`src/rtl/deadtime_pair_gen.sv`:
```
// deadtime_pair_gen: complementary high/low gate pair with programmable dead time and trip-zone shutdown.
// Define DEADTIME_TRIP_LATCH_EN to make the trip fault sticky until the leg is disabled.
module deadtime_pair_gen #(
  parameter int         DT_WIDTH = 8,
  parameter logic [1:0] OUT_POL  = 2'b00
) (
  input  logic                clk_i,
  input  logic                rst_i,
  input  logic                enable_i,
  input  logic                tz_i,
  input  logic                pwm_i,
  input  logic [DT_WIDTH-1:0] deadtime_i,
  output logic [1:0]          PWM_o,
  output logic                fault_o
);
  typedef enum logic [2:0] {OFF, DT_H, H_ON, DT_L, L_ON} state_t;
  localparam logic [DT_WIDTH-1:0] ONE = {{(DT_WIDTH-1){1'b0}}, 1'b1};
  state_t state_q, state_d;
  logic [DT_WIDTH-1:0] cnt_q, cnt_d;
  logic pwm_r_q, fault_q, fault_d, gate;
  logic [1:0] out_q, out_d;
  always_comb begin
    state_d = state_q;
    cnt_d   = cnt_q;
`ifdef DEADTIME_TRIP_LATCH_EN
    fault_d = tz_i ? 1'b1 : (enable_i ? fault_q : 1'b0);
    gate    = !fault_q;
`else
    fault_d = tz_i;
    gate    = 1'b1;
`endif
    if (tz_i || !enable_i) state_d = OFF;
    else case (state_q)
      OFF:  if (gate) begin state_d = pwm_r_q ? DT_H : DT_L; cnt_d = deadtime_i; end
      DT_H: if (!pwm_r_q) begin state_d = DT_L; cnt_d = deadtime_i; end
            else if (cnt_q == '0) state_d = H_ON;
            else cnt_d = cnt_q - ONE;
      DT_L: if (pwm_r_q) begin state_d = DT_H; cnt_d = deadtime_i; end
            else if (cnt_q == '0) state_d = L_ON;
            else cnt_d = cnt_q - ONE;
      H_ON: if (!pwm_r_q) begin state_d = DT_L; cnt_d = deadtime_i; end
      L_ON: if (pwm_r_q) begin state_d = DT_H; cnt_d = deadtime_i; end
      default: state_d = OFF;
    endcase
    out_d = (state_d == H_ON ? 2'b10 : state_d == L_ON ? 2'b01 : 2'b00) ^ OUT_POL;
  end
  always_ff @(posedge clk_i) begin
    if (rst_i) begin
      state_q <= OFF;
      cnt_q   <= '0;
      pwm_r_q <= 1'b0;
      fault_q <= 1'b0;
      out_q   <= OUT_POL;
    end else begin
      state_q <= state_d;
      cnt_q   <= cnt_d;
      pwm_r_q <= pwm_i;
      fault_q <= fault_d;
      out_q   <= out_d;
    end
  end
  assign PWM_o   = out_q;
  assign fault_o = fault_q;
endmodule

```
`config.mk`:
```
export PLATFORM = sky130hd
export DESIGN_NAME = deadtime_pair_gen
export DESIGN_NICKNAME = d
export VERILOG_FILES = /design/src/rtl/deadtime_pair_gen.sv
export SDC_FILE = /design/constraint.sdc
export NUM_CORES = 1
export LEC_CHECK = 0
export ABC_AREA = 1
export BUFFER_PORTS_ARGS = -buffer_cell sky130_fd_sc_hd__buf_2
export CORE_MARGIN = 3
export CORE_UTILIZATION = 36
export DETAILED_ROUTE_END_ITERATION = 10
export PLACE_DENSITY = 0.58
export RECOVER_POWER = 100
export SYNTH_ARGS = -nofsm -noshare
export SYNTH_HDL_FRONTEND = slang
export SYNTH_SLANG_ARGS = --single-unit
```
`constraint.sdc`:
```
create_clock -name clk_i -period 1.6 [get_ports clk_i]
set_clock_uncertainty 0.1 [all_clocks]
set_input_delay 0.16 -clock clk_i [delete_from_list [all_inputs] [get_ports clk_i]]
set_output_delay 0.16 -clock clk_i [all_outputs]
set_load 0.05 [all_outputs]
```
Yosys cells after proc, flatten, opt, wreduce, memory -nomap -nowiden
Index checks and enable logic that the tools add are counted.
{ "op_classes": {"addsub": 1, "eq_ne": 8, "mux": 17, "bitwise": 1, "n_reduce_logical": 7} }
{ "ops": {"columns": ["op", "count"], "rows": [
  ["8-bit two-way mux", 5],
  ["8-bit one-hot mux with 5 select lines", 1],
  ["3-bit two-way mux", 7],
  ["3-bit one-hot mux with 5 select lines", 1],
  ["3-bit by 2-bit == test with 1-bit output, second input constant", 3],
  ["8-bit logical NOT", 1],
  ["8-bit by 1-bit subtractor with 8-bit output, second input constant", 1],
  ["3-bit == test, second input constant", 2],
  ["5-bit nonzero test", 1],
  ["2-bit two-way mux", 2],
  ["2-bit inequality test, second input constant", 2],
  ["4-bit AND reduction", 1],
  ["3-bit by 1-bit == test with 1-bit output, second input constant", 1],
  ["3-bit logical NOT", 1],
  ["2-bit OR reduction", 1],
  ["1-bit logical NOT", 1],
  ["1-bit logical OR", 1],
  ["1-bit two-way mux", 1],
  ["1-bit inverter", 1]
]} }
{ "totals": {"regBits": 15, "inputBits": 13, "output_inout_bits": 3, "word_cells": 40} }

Depth between registers and ports, before layout
{ "depth": {"depth_word": 8, "ltp_mapped": 9, "mapped_depth_nobuf": 9} }

Worst setup path before layout
OpenSTA, ideal clock, no wires.
{ "synth_timing": {"path_type": "reg2reg", "startpoint": "register state_q[2]", "endpoint": "register cnt_q[2]", "setup_ps": 116, "arrival_ps": 1114, "required_ps": 1384, "setup_slack_ps": 270, "path_stages_with_launch": 7, "path_buffers": 1, "period_less_slack_ps": 1330, "cell_sequence": "dfxtp_1 > inv_1 > o21ai_2 > nor2_4 > buf_6 > o211ai_1 > inv_1"} }
{ "synth_via": {"elab_chain_len": 3, "word_cells_on_any_way": 10, "classes_between": "eq/ne: 6; mux: 1; reduce/logical: 3"} }
{ "synth_lines": {"columns": ["item", "line_no", "text"], "rows": [
  ["start, declared", "18", "state_t state_q, state_d;"],
  ["start signal, assigned", "55", "state_q <= state_d;"],
  ["3-bit == test, or another cell as far along", "33", "else case (state_q)"],
  ["5-bit nonzero test (no line) / 2-bit inequality test (equally long branches)", null, null],
  ["4-bit AND reduction (no line)", null, null],
  ["end signal, assigned", "56", "cnt_q <= cnt_d;"],
  ["end, declared", "19", "logic [DT_WIDTH-1:0] cnt_q, cnt_d;"]
]} }
Parallel ways exist; a longest one is shown, timed or not.
A chain may end at the register's enable or synchronous reset.

Worst setup path after layout
{ "layout_timing": {"startpoint": "register pwm_r_q", "endpoint": "register cnt_q[4]"} }
{ "layout_via": {"elab_chain_len": 2, "word_cells_on_any_way": 6, "classes_between": "eq/ne: 2; mux: 3; reduce/logical: 1"} }
{ "layout_lines": {"columns": ["item", "line_no", "text"], "rows": [
  ["start, declared", "20", "logic pwm_r_q, fault_q, fault_d, gate;"],
  ["start signal, assigned", "57", "pwm_r_q <= pwm_i;"],
  ["8-bit two-way mux, or another cell as far along", "38", "DT_L: if (pwm_r_q) begin state_d = DT_H; cnt_d = deadtime_i; end"],
  ["8-bit one-hot mux with 5 select lines / 4-bit AND reduction (equally long branches)", null, null]
]} }
Parallel ways exist; a longest one is shown, timed or not.

==> impl_metrics.yaml <==
route:
  routed_wl_mm: 1.908
  first_pass_iters: 4
  wire_per_inst_um: 10.43
  ant_nets: 0
  avgViaCountPerCell: 4.705
  drt_iter0_drc: 15
  drc: 0
  vias: 861
floorplanning:
  rows: 17
  initial_utilization_pct: 39.31
  dieWidth_um: 55.85
  ios: 16
  core_um2: 2276
  dieArea_um2: 3119
  die_h_um: 55.85
sta:
  slew_violations: 0
  relSlewSlack_pct: 59.99
  report.final.hold_viol_count: 0
  setup_violations: 0
  setup_ws_ns: 0.1357
  period_share_pct: 91.52
  worst_pin_slew_ns: 0.6027
  min_period_ns: 1.464
  fmax_mhz: 682.9
clock_tree:
  cts_tree: "yes"
  clkTransAtPathRegs_ns: 0.10
  cts-root-buf: "clkbuf_4"
  cts_buffers: 3
  clock_path_buffers: 2
  htreeDepth: 1
  insertion_delay_ns: 0.28
  clock_sinks: 15
yosys:
  synth_most_common_cell: "nand2_1"
  synth_edf_count: 0
  synth_top_family_by_area: "simple AND/OR/NAND/NOR gates"
  muxShareOfSynthArea_pct: 0
  synth_top_area_share_pct: 33.57
  synthTopCellsByCount: "36 x nand2_1, 17 x inv_1, 16 x nor2_1, 15 x dfxtp_1, 10 x nand3_1"
  syn_avg_cell_area_um2: 6.882
  syn_nets: 145
  synthArstFlopShare_pct: 0
  synthFlopType: "dfxtp_1"
  synthesis.area_um2: 894.6
  yosysSeqAreaShare_pct: 33.57
  synth.area.top_cells: "dfxtp_1 34%, nand2_1 15%, inv_1 7.1%"
  synth_compound_area_share_pct: 12.31
  synth_top_cell_by_area: "dfxtp_1"
  ys_warn_count: 0
  ys_ff_latch: 15
  synth_fa_ha_area_share_pct: 2.797
  syn-instance-count: 130
  yosys.area_share.xor_xnor_pct: 2.937
  yosysUniqueCellTypes: 22
  synth-simple-area-share_pct: 38.32
setup_path:
  critPathTopFamily: "simple AND/OR/NAND/NOR gates"
  path_cells: "inv_1 -> nand3_1 -> nand2_1 -> nor2_4 -> buf_12 -> nand2_1 -> a21oi_1 -> nor2_1"
  worstSetupEndpointType: "flop"
  path_depth: 8
  cp_max_fo: 7
  startpoint_type: "flop"
  slowest_delay_ns: 0.38
  crit_arrival_ns: 1.55
  criticalPathCategory: "flop to flop"
  rr_worst_depth: 8
  critical_path_buf_inv_count: 2
  crit_slowest_cell: "dfxtp_1"
  worst_path_most_repeated_cell: "nand2_1"
  required_ns: 1.68
finish:
  drive_gt1_share_pct: 22.58
  diodes: 0
  finalInstanceArea_um2: 1090
  layout.nets: 171
  stdcell_count: 183
  area_growth_pct: 21.82
run:
  drv_cap: 0
power_and_ir_drop:
  p_leak_uw: 0.0004884
  vdd_drop_max_v: 0.0004562
  power.density_nw_per_um2: 756.4
global_routing:
  gr-usage-all-layers_pct: 12.90
  overflow: 0
  grt_pass1_vias: 792
  grt_pass1_wl_mm: 3.229
  antenna_found_initial: 0
  grt_max_degree: 14
placed_design:
  post-dp-hpwl_mm: 1.360
  place_congestion: 0.8447
  port-buffer-count: 15
  dp_cells: 174
  place_ws_ns: 0.04534
  dpl_cell_area_um2: 1005
hold_path:
  min_path_cells: 3
  min_path_type: "input port to flop"
status:
  run_status: "complete, no violations"
## stage by stage
step	TNS [ns]	total power, µW	hold slack, ns	utilization (%)
final	0	824.3	0.04254	47.88
after global routing	-0.02222	873.4	0.06351	47.88
after CTS	0	821.2	0.04011	46.18
after detailed placement	0	595.3	0.2755	44.15
after global placement	0	591.4	0.2706	44.15
after floorplan	0	550.7	0.1670	-
## logic make-up (layout without fill, tap and decap cells)
| group | Yosys count | in the layout |
|---|---|---|
| buffers and inverters | 20 | 44 |
| AO/OA/AOI/OAI | 19 | 19 |
| adder cells (fa/ha/maj) | 2 | 2 |
| XOR/XNOR | 3 | 3 |
| flip-flops | 15 | 15 |
| AND/OR/NAND/NOR | 71 | 72 |
## cells in the final DEF, fill, tap and decap left out
cell / n
a211oi_1: 2
a21oi_1: 8
a21oi_2: 1
buf_12: 1
buf_2: 12
buf_4: 4
clkbuf_1: 4
clkbuf_4: 3
dfxtp_1: 12
dfxtp_2: 3
dlygate4sd3_1: 2
ha_1: 2
inv_1: 17
inv_2: 1
nand2_1: 35
nand2_2: 2
nand3_1: 10
nand3_4: 1
nand4_1: 2
nor2_1: 15
nor2_2: 2
nor2_4: 3
nor2_8: 1
nor3b_1: 1
o211ai_1: 1
o21ai_0: 6
o21ai_2: 1
xnor2_1: 1
xor2_1: 2
## worst reg2reg max path: stages, from the launching register on
cell	delay (ns)
dfxtp_1	0.38
inv_1	0.10
nand3_1	0.13
nand2_1	0.10
nor2_4	0.21
buf_12	0.14
nand2_1	0.04
a21oi_1	0.12
nor2_1	0.05
## registers in the layout (all words and copies together), names as in the netlist
name,count
state_q,3
PWM_o,2
cnt_q,8
pwm_r_q,1
fault_o,1
## where the power goes
| part | internal (µW) | switching, µW | total (µW) | leakage (µW) |
|---|---|---|---|---|
| combinational | 79.4 | 116 | 195 | 0.000349 |
| clock | 96.6 | 125 | 222 | 0.0000150 |
| sequential | 392 | 15.8 | 407 | 0.000124 |
## final timing paths
check / slack, ns / startpoint / end
setup / recovery: 0.14 / pwm_r_q$_SDFF_PP0_ / cnt_q[4]$_SDFFE_PP0P_
hold / removal: 0.04 / deadtime_i[6] / cnt_q[6]$_SDFFE_PP0P_
setup reg to reg: 0.14 / pwm_r_q$_SDFF_PP0_ / cnt_q[4]$_SDFFE_PP0P_
hold reg to reg: 0.37 / cnt_q[1]$_SDFFE_PP0P_ / cnt_q[1]$_SDFFE_PP0P_
## timing repair
item / CTS / global route
endpoints found under the setup margin: 0 / 10
endpoints found under the hold margin: 2 / 0
resized for setup: 0 / 5
hold buffers: 2 / 0
setup buffers: 0 / 2
## layer usage
| metal | vias to the layer above | share of wire (%) | GRT usage [%] | wire, µm |
|---|---|---|---|---|
| met2 | 12 | 46 | 20.78 | 886 |
| met1 | 386 | 48 | 16.74 | 920 |
| li1 | 459 | - | - | - |
| met3 | 4 | 3.7 | 2.784 | 71 |
| met4 | 0 | 1.5 | 5.085 | 29 |
| met5 | - | 0 | 0 | 0 |
## layout make-up
cell class              instances  area, µm²
clock buffers                   4      26.28
fillers                       248       1186
inverters                      18      67.56
multi-input cells              96      515.5
flip-flops and latches         15      304.0
well taps                      28      35.03
repair buffers                 22      141.4
(Power assumes the default switching activity.)
